<file path="src/rtl/ux607_uart_txctrl.sv">
// UART transmit controller: start bit, 8 data bits LSB-first, 1 or 2 stop bits.
// Optional TX watermark interrupt is built in when UX607_UART_TXCTRL_WM_EN is defined.
module ux607_uart_txctrl #(
  parameter int DIV_W = 16
) (
  input  logic             clock,
  input  logic             reset,
  input  logic             io_en,
  input  logic             io_nstop,
  input  logic [DIV_W-1:0] io_div,
  input  logic             io_in_valid,
  input  logic [7:0]       io_in_bits,
  output logic             io_in_ready,
  input  logic [3:0]       io_txcnt,
  input  logic [2:0]       io_txwm,
  output logic             io_tx,
  output logic             io_busy,
  output logic             io_ip_txwm
);

  // state | meaning
  // IDLE  | line high, waiting for a pop
  // START | start bit (0)
  // DATA  | 8 data bits, LSB first
  // STOP  | one or two stop bits (1)
  typedef enum logic [1:0] {IDLE, START, DATA, STOP} state_t;

  localparam logic [DIV_W-1:0] CNT_ONE = {{(DIV_W-1){1'b0}}, 1'b1};

  state_t           state;
  logic [DIV_W-1:0] cnt;
  logic [DIV_W-1:0] div_q;
  logic [2:0]       idx;
  logic [7:0]       data_q;
  logic             nstop_q;
  logic             stop2;
  logic             tx_q;
  logic             pop;
  logic             bit_end;

  // Reset gates ready so nothing is popped while the block is held in reset.
  assign io_in_ready = (state == IDLE) & io_en & ~reset;
  assign pop         = io_in_valid & io_in_ready;
  assign bit_end     = (cnt == '0);
  assign io_tx       = tx_q;
  assign io_busy     = (state != IDLE);

  always_ff @(posedge clock or posedge reset) begin
    if (reset) begin
      state   <= IDLE;
      cnt     <= '0;
      div_q   <= '0;
      idx     <= '0;
      data_q  <= '0;
      nstop_q <= 1'b0;
      stop2   <= 1'b0;
      tx_q    <= 1'b1;
    end else begin
      case (state)
        IDLE: begin
          tx_q <= 1'b1;
          if (pop) begin
            data_q  <= io_in_bits;
            div_q   <= io_div;
            nstop_q <= io_nstop;
            cnt     <= io_div;
            idx     <= '0;
            stop2   <= 1'b0;
            tx_q    <= 1'b0;
            state   <= START;
          end
        end
        START: begin
          if (bit_end) begin
            cnt   <= div_q;
            idx   <= '0;
            tx_q  <= data_q[0];
            state <= DATA;
          end else begin
            cnt <= cnt - CNT_ONE;
          end
        end
        DATA: begin
          if (bit_end) begin
            cnt <= div_q;
            if (idx == 3'd7) begin
              tx_q  <= 1'b1;
              state <= STOP;
            end else begin
              idx  <= idx + 3'd1;
              tx_q <= data_q[idx + 3'd1];
            end
          end else begin
            cnt <= cnt - CNT_ONE;
          end
        end
        STOP: begin
          if (bit_end) begin
            cnt <= div_q;
            if (nstop_q && !stop2) begin
              stop2 <= 1'b1;
            end else begin
              state <= IDLE;
            end
          end else begin
            cnt <= cnt - CNT_ONE;
          end
        end
        default: begin
          state <= IDLE;
          tx_q  <= 1'b1;
        end
      endcase
    end
  end

`ifdef UX607_UART_TXCTRL_WM_EN
  always_ff @(posedge clock or posedge reset) begin
    if (reset) io_ip_txwm <= 1'b0;
    else       io_ip_txwm <= (io_txcnt < {1'b0, io_txwm});
  end
`else
  logic unused_wm;
  assign unused_wm  = ^{io_txcnt, io_txwm};
  assign io_ip_txwm = 1'b0;
`endif

endmodule

</file>
<file path="config.mk">
export PLATFORM = sky130hd
export DESIGN_NAME = ux607_uart_txctrl
export DESIGN_NICKNAME = d
export VERILOG_FILES = /design/src/rtl/ux607_uart_txctrl.sv
export SDC_FILE = /design/constraint.sdc
export NUM_CORES = 1
export LEC_CHECK = 0
export CELL_PAD_IN_SITES_DETAIL_PLACEMENT = 0
export CELL_PAD_IN_SITES_GLOBAL_PLACEMENT = 2
export CORE_MARGIN = 4
export CORE_UTILIZATION = 30
export DETAILED_ROUTE_END_ITERATION = 6
export GPL_TIMING_DRIVEN = 0
export PLACE_DENSITY_LB_ADDON = 0.05
export REMOVE_ABC_BUFFERS = 1
export SLEW_MARGIN = 20
export SYNTH_ARGS = -nofsm -noshare
export SYNTH_HDL_FRONTEND = slang
export SYNTH_SLANG_ARGS = --single-unit
</file>
<file path="constraint.sdc">
create_clock -name clock -period 3.3 [get_ports clock]
set_clock_uncertainty 0.2 [all_clocks]
set_input_delay 0.495 -clock clock [delete_from_list [all_inputs] [get_ports clock]]
set_output_delay 0.495 -clock clock [all_outputs]
set_load 0.1 [all_outputs]
</file>
After elaboration in Yosys (flattened, before gate mapping)
Index checks and enable logic that the tools add are counted.
W data, S select, Z words.
- input port bits: 36
- logic and storage cells: 66
- flip-flop bits (word level): 48
- output and inout port bits: 4
- equality and inequality tests: 12
- multiplexer cells: 26
- bitwise gates (word level): 4
- reduce and logical (&&, ||, !) cells: 13
- $lt $le $gt $ge: 1
- add/subtract/negate cells: 2
- operators with widths (operator ; number):
    $mux W16 ; 2
    $pmux W16 S2 ; 1
    $logic_not A16 Y1 ; 1
    $ne A2 B2 Y1 const B ; 8
    $sub A16 B1 Y16 const B ; 1
    $mux W2 ; 6
    $mux W3 ; 4
    $pmux W3 S3 ; 1
    $mux W1 ; 8
    $pmux W2 S4 ; 1
    $reduce_and A6 Y1 ; 1
    $reduce_and A5 Y1 ; 1
    $eq A2 B2 Y1 const B ; 2
    $lt A3 B4 Y1 const B ; 1
    $reduce_and A4 Y1 ; 1
    $reduce_bool A2 Y1 ; 2
    $add A3 B1 Y3 const B ; 1
    $and A1 B1 Y1 ; 3
    $bmux W1 S3 ; 1
    $eq A3 B3 Y1 const B ; 1
    $pmux W1 S3 ; 1
    $reduce_and A3 Y1 ; 1
    $reduce_bool A3 Y1 ; 1
    $reduce_or A3 Y1 ; 1
    other kinds (7) ; 7

Longest topological paths before layout
Gate-level depths: netlist (run 1).
- depth after elaboration: 6
- gate-level depth with buffers: 8
- gate-level depth less buffers: 6

Worst setup path before layout (run 1)
OpenSTA, ideal clock, no wires.
- path type: input to output
- start: input reset
- end: output io_in_ready
- arrival time: 2.440 ns
- setup slack: 0.165 ns
- cell stages on the path: 2
- path buffers: 0
- path through: inv_1 > and3_1
- word-level cells in the longest chain between the ends: 2
- ends and longest elaborated chain (what ; line ; source):
    from (decl) ; 7 ; input logic reset,
    $not A1 Y1 ; 42 ; assign io_in_ready = (state == IDLE) & io_en & ~reset;
    $and A1 B1 Y1 ; 42 ;
    to (decl) ; 13 ; output logic io_in_ready,
No other way between the ends.

Worst setup path after layout (run 1)
- start: register state[0]
- end: output io_in_ready
- word-level cells in the longest chain between the ends: 3
- ends and longest elaborated chain (what ; line ; source):
    from (decl) ; 30 ; state_t state;
    from (signal assigned) ; 50 ; state <= IDLE;
    from (signal assigned) ; 70 ; state <= START;
    from (signal assigned) ; 78 ; state <= DATA;
    $logic_not A2 Y1 ; 42 ;
    $and A1 B1 Y1 (2 in series) ; 42 ;
No other way between the ends.

==> results_dict.tcl, run 1 <==
set metrics [dict create \
    design_area_um2 3430 \
    syn-mean-instance-area_um2 10.7 \
    finalCriticalPeriod_ns 3.04 \
    layoutNonFillerInstCount 422 \
    synth-xor-area-share_pct 1.83 \
    seq_area_frac_synth_pct 41.9 \
    cpMaxStageDelayCell "ha_1" \
    dr.pass1.iters 4 \
    grt.total_usage_pct 14.2 \
    grt_pass1_vias 2261 \
    synth.cell_area_um2 2870 \
    total_power_uw 3230 \
    die_w_um 106 \
    synth_top_family_by_area "compound AO/OA/AOI/OAI gates" \
    finalSetupViolations 0 \
    synth_edf_count 0 \
    power_density_nw_per_um2 941 \
    dp.cells 414 \
    maxCapViolCount 0 \
    synthMuxAreaShare_pct 13.9 \
    dpl_worst_slack_ns -0.312 \
    slew-limit-headroom_pct 35.7 \
    critical-path-max-stage-delay_ns 0.66 \
    antenna_found_initial 0 \
    min_period_over_period_pct 92.2 \
    netlist_instances 268 \
    cts.sinks 48 \
    synth.most_common_cell "dfrtp_1" \
    route.detailed.drc 0 \
    portBuffers 31 \
    multiInputGateArea_um2 1520 \
    dr.first_iter.drc_count 114 \
    ys_types 69 \
    hold_viol_final 0 \
    vias 2163 \
    clock-root-buffer "clkbuf_8" \
    cts_buffers 5 \
    area_delta_synth_final_pct 19.3 \
    slew_viol_final 0 \
    routabilityCongestion 0.732 \
    cts_tree "done" \
    clockBufferDepth 2 \
    initial_core_util_pct 30.9 \
    synth_seq_cells 48 \
    num_io_pins 40 \
    drive_above_1_share_pct 19.1 \
    ys_top_cells_by_count "47 x dfrtp_1, 25 x mux2_2" \
    synth_area_leaders "dfrtp_1 41%, mux2_2 9.8%, ha_1 3.9%" \
    placed_cell_area_um2 3260 \
    hold_buffers 0 \
    rsz0062_at_grt "false" \
    cts_setup_buffers 0 \
    r2r_cells 6 \
    ys.flop_type "dfrtp_1" \
    hpwl_um 5150 \
    final_core_util_pct 36.9 \
    die-area_um2 11200 \
    cp_max_fo 15 \
    ant_nets 0 \
    ir_drop_mv 0.340 \
    synthSimpleGateAreaFrac_pct 15.6 \
    synth_top_area_share_pct 41.0 \
    outcome "finished, final reports clean" \
    clock_latency_ns 0.30 \
    worstSetupEndpointType "output pin" \
    ys.warnings.count 0 \
    fp-row-count 35 \
    worstPathCellList "inv_1 > ha_1 > and3_1 > clkdlybuf4s15_2" \
    grt_max_degree 50 \
    max_slew.worst_pin.slew_ns 0.962 \
    timing.final.ws_setup_ns 0.258 \
    min_path_cells 1 \
    synthAdderAreaFrac_pct 3.92 \
    worstPathRequired_ns 2.60 \
    max_freq_mhz 329 \
    start_kind "flop" \
    grt-ovfl-total 0 \
    drt-total-wl_um 7610 \
    grt_pass1_wl_um 12500 \
    critical_path_class "reg -> out" \
    avgRoutedWirePerCell_um 18.0 \
    fillers 960 \
    nNetsFinal 337 \
    regArea_um2 1200 \
    power_leakage_uw 0.00140 \
    via_per_inst 5.13 \
    synth_top_area_cell "dfrtp_1" \
    fp.dieH_um 106 \
    core_area_um2 9280 \
    hp-class "reg -> reg" \
    clkSlewWorstSetupHoldPaths_ns 0.10 \
    arrival_ns 2.35 \
    htree_levels 2 \
    async_flop_share_pct 100 \
    diodes 0 \
    synth_compound_area_share_pct 17.1 \
]
[where the power goes]
group	total, uW	internal [uW]	switching (uW)	leakage [uW]
Sequential	1150	878	270	0.000583
Clock	601	379	222	0.0000784
Combinational	1480	650	826	0.000735
[what timing repair did]
action,4_1_cts,5_1_grt
endpoints found under the setup margin,2,5
resized for setup,4,2
hold endpoints to repair,0,0
[final cells by class]
type | count | area share [%]
Multi-Input combinational cell | 191 | 44.2
Sequential cell | 48 | 35.1
Clock inverter | 3 | 2.63
Tap cell | 129 | 4.71
Clock buffer | 5 | 2.01
Timing Repair Buffer | 33 | 9.82
Inverter | 13 | 1.50
[through the flow]
step | setup TNS [ns] | hold slack, ns
2_1_floorplan | 0 | 0.274
3_3_place_gp | -19.70 | 0.284
3_5_place_dp | -1.15 | 0.289
4_1_cts | 0 | 0.312
5_1_grt | 0 | 0.331
6_report | 0 | 0.307
[cells by family after synthesis]
kind of cell / after synthesis
AO/OA/AOI/OAI: 70
XOR/XNOR: 6
adder cells (fa/ha/maj): 9
buffers and inverters: 29
flip-flops: 48
multiplexers: 34
other: 1
AND/OR/NAND/NOR: 71
[worst max-delay path: cells and delay by family, from the launching register on]
kind	cells	cell delay [ns]
buf+inv	2	0.66
simple gates	1	0.27
fa+ha+maj	1	0.66
flops	1	0.43
[state kept, by name (all words and copies together), names as in the netlist]
signal,count
state,2
cnt,16
stop2,1
io_tx,1
div_q,16
nstop_q,1
idx,3
data_q,8
[routing by layer]
| metal | global-route usage [%] | wire length [um] | up-vias |
|---|---|---|---|
| li1 | - | - | 1054 |
| met4 | 3.05 | 54 | 0 |
| met3 | 2.20 | 313 | 5 |
| met5 | 0 | 0 | - |
| met1 | 21.1 | 3890 | 1065 |
| met2 | 21.6 | 3350 | 39 |
[worst paths after layout]
check | start | endpoint | slack [ns]
setup / recovery | state[0] | io_in_ready | 0.26
hold / removal | div_q[7] | div_q[7] | 0.31
setup reg to reg | cnt[0] | state[1] | 0.36
hold reg to reg | div_q[7] | div_q[7] | 0.31
max in group asynchronous | reset | idx[2] | 1.99
min in group asynchronous | reset | div_q[8] | 0.47
[layout by cell type, fill, tap and decap left out, types with 3 or more instances in the layout]
cell / instances
bufinv_16: 3
a21oi_1: 13
nor3_1: 5
a31oi_1: 3
inv_1: 12
dfrtp_1: 47
xnor2_1: 4
clkdlybuf4s50_1: 29
a22oi_1: 4
and3_1: 5
mux2i_1: 6
or3_1: 5
clkbuf_8: 5
nand2_1: 13
ha_1: 9
o21ai_0: 13
a2bb2oi_1: 5
nor2_1: 12
mux2_2: 25
nand4_1: 3
o22ai_1: 4
nand3_1: 5
nor4_2: 4
or4_1: 3
o31ai_1: 4
a221oi_1: 3
Note: power is estimated with default switching activity, not from simulation.
==> run 2: changes to the inputs <==
--- a/config.mk
+++ b/config.mk
@@ -17,3 +17,4 @@
 export SYNTH_ARGS = -nofsm -noshare
 export SYNTH_HDL_FRONTEND = slang
 export SYNTH_SLANG_ARGS = --single-unit
+export TNS_END_PERCENT = 50
==> results of run 2 <==
Final layout, timing and power as in run 1 (identical DEF).
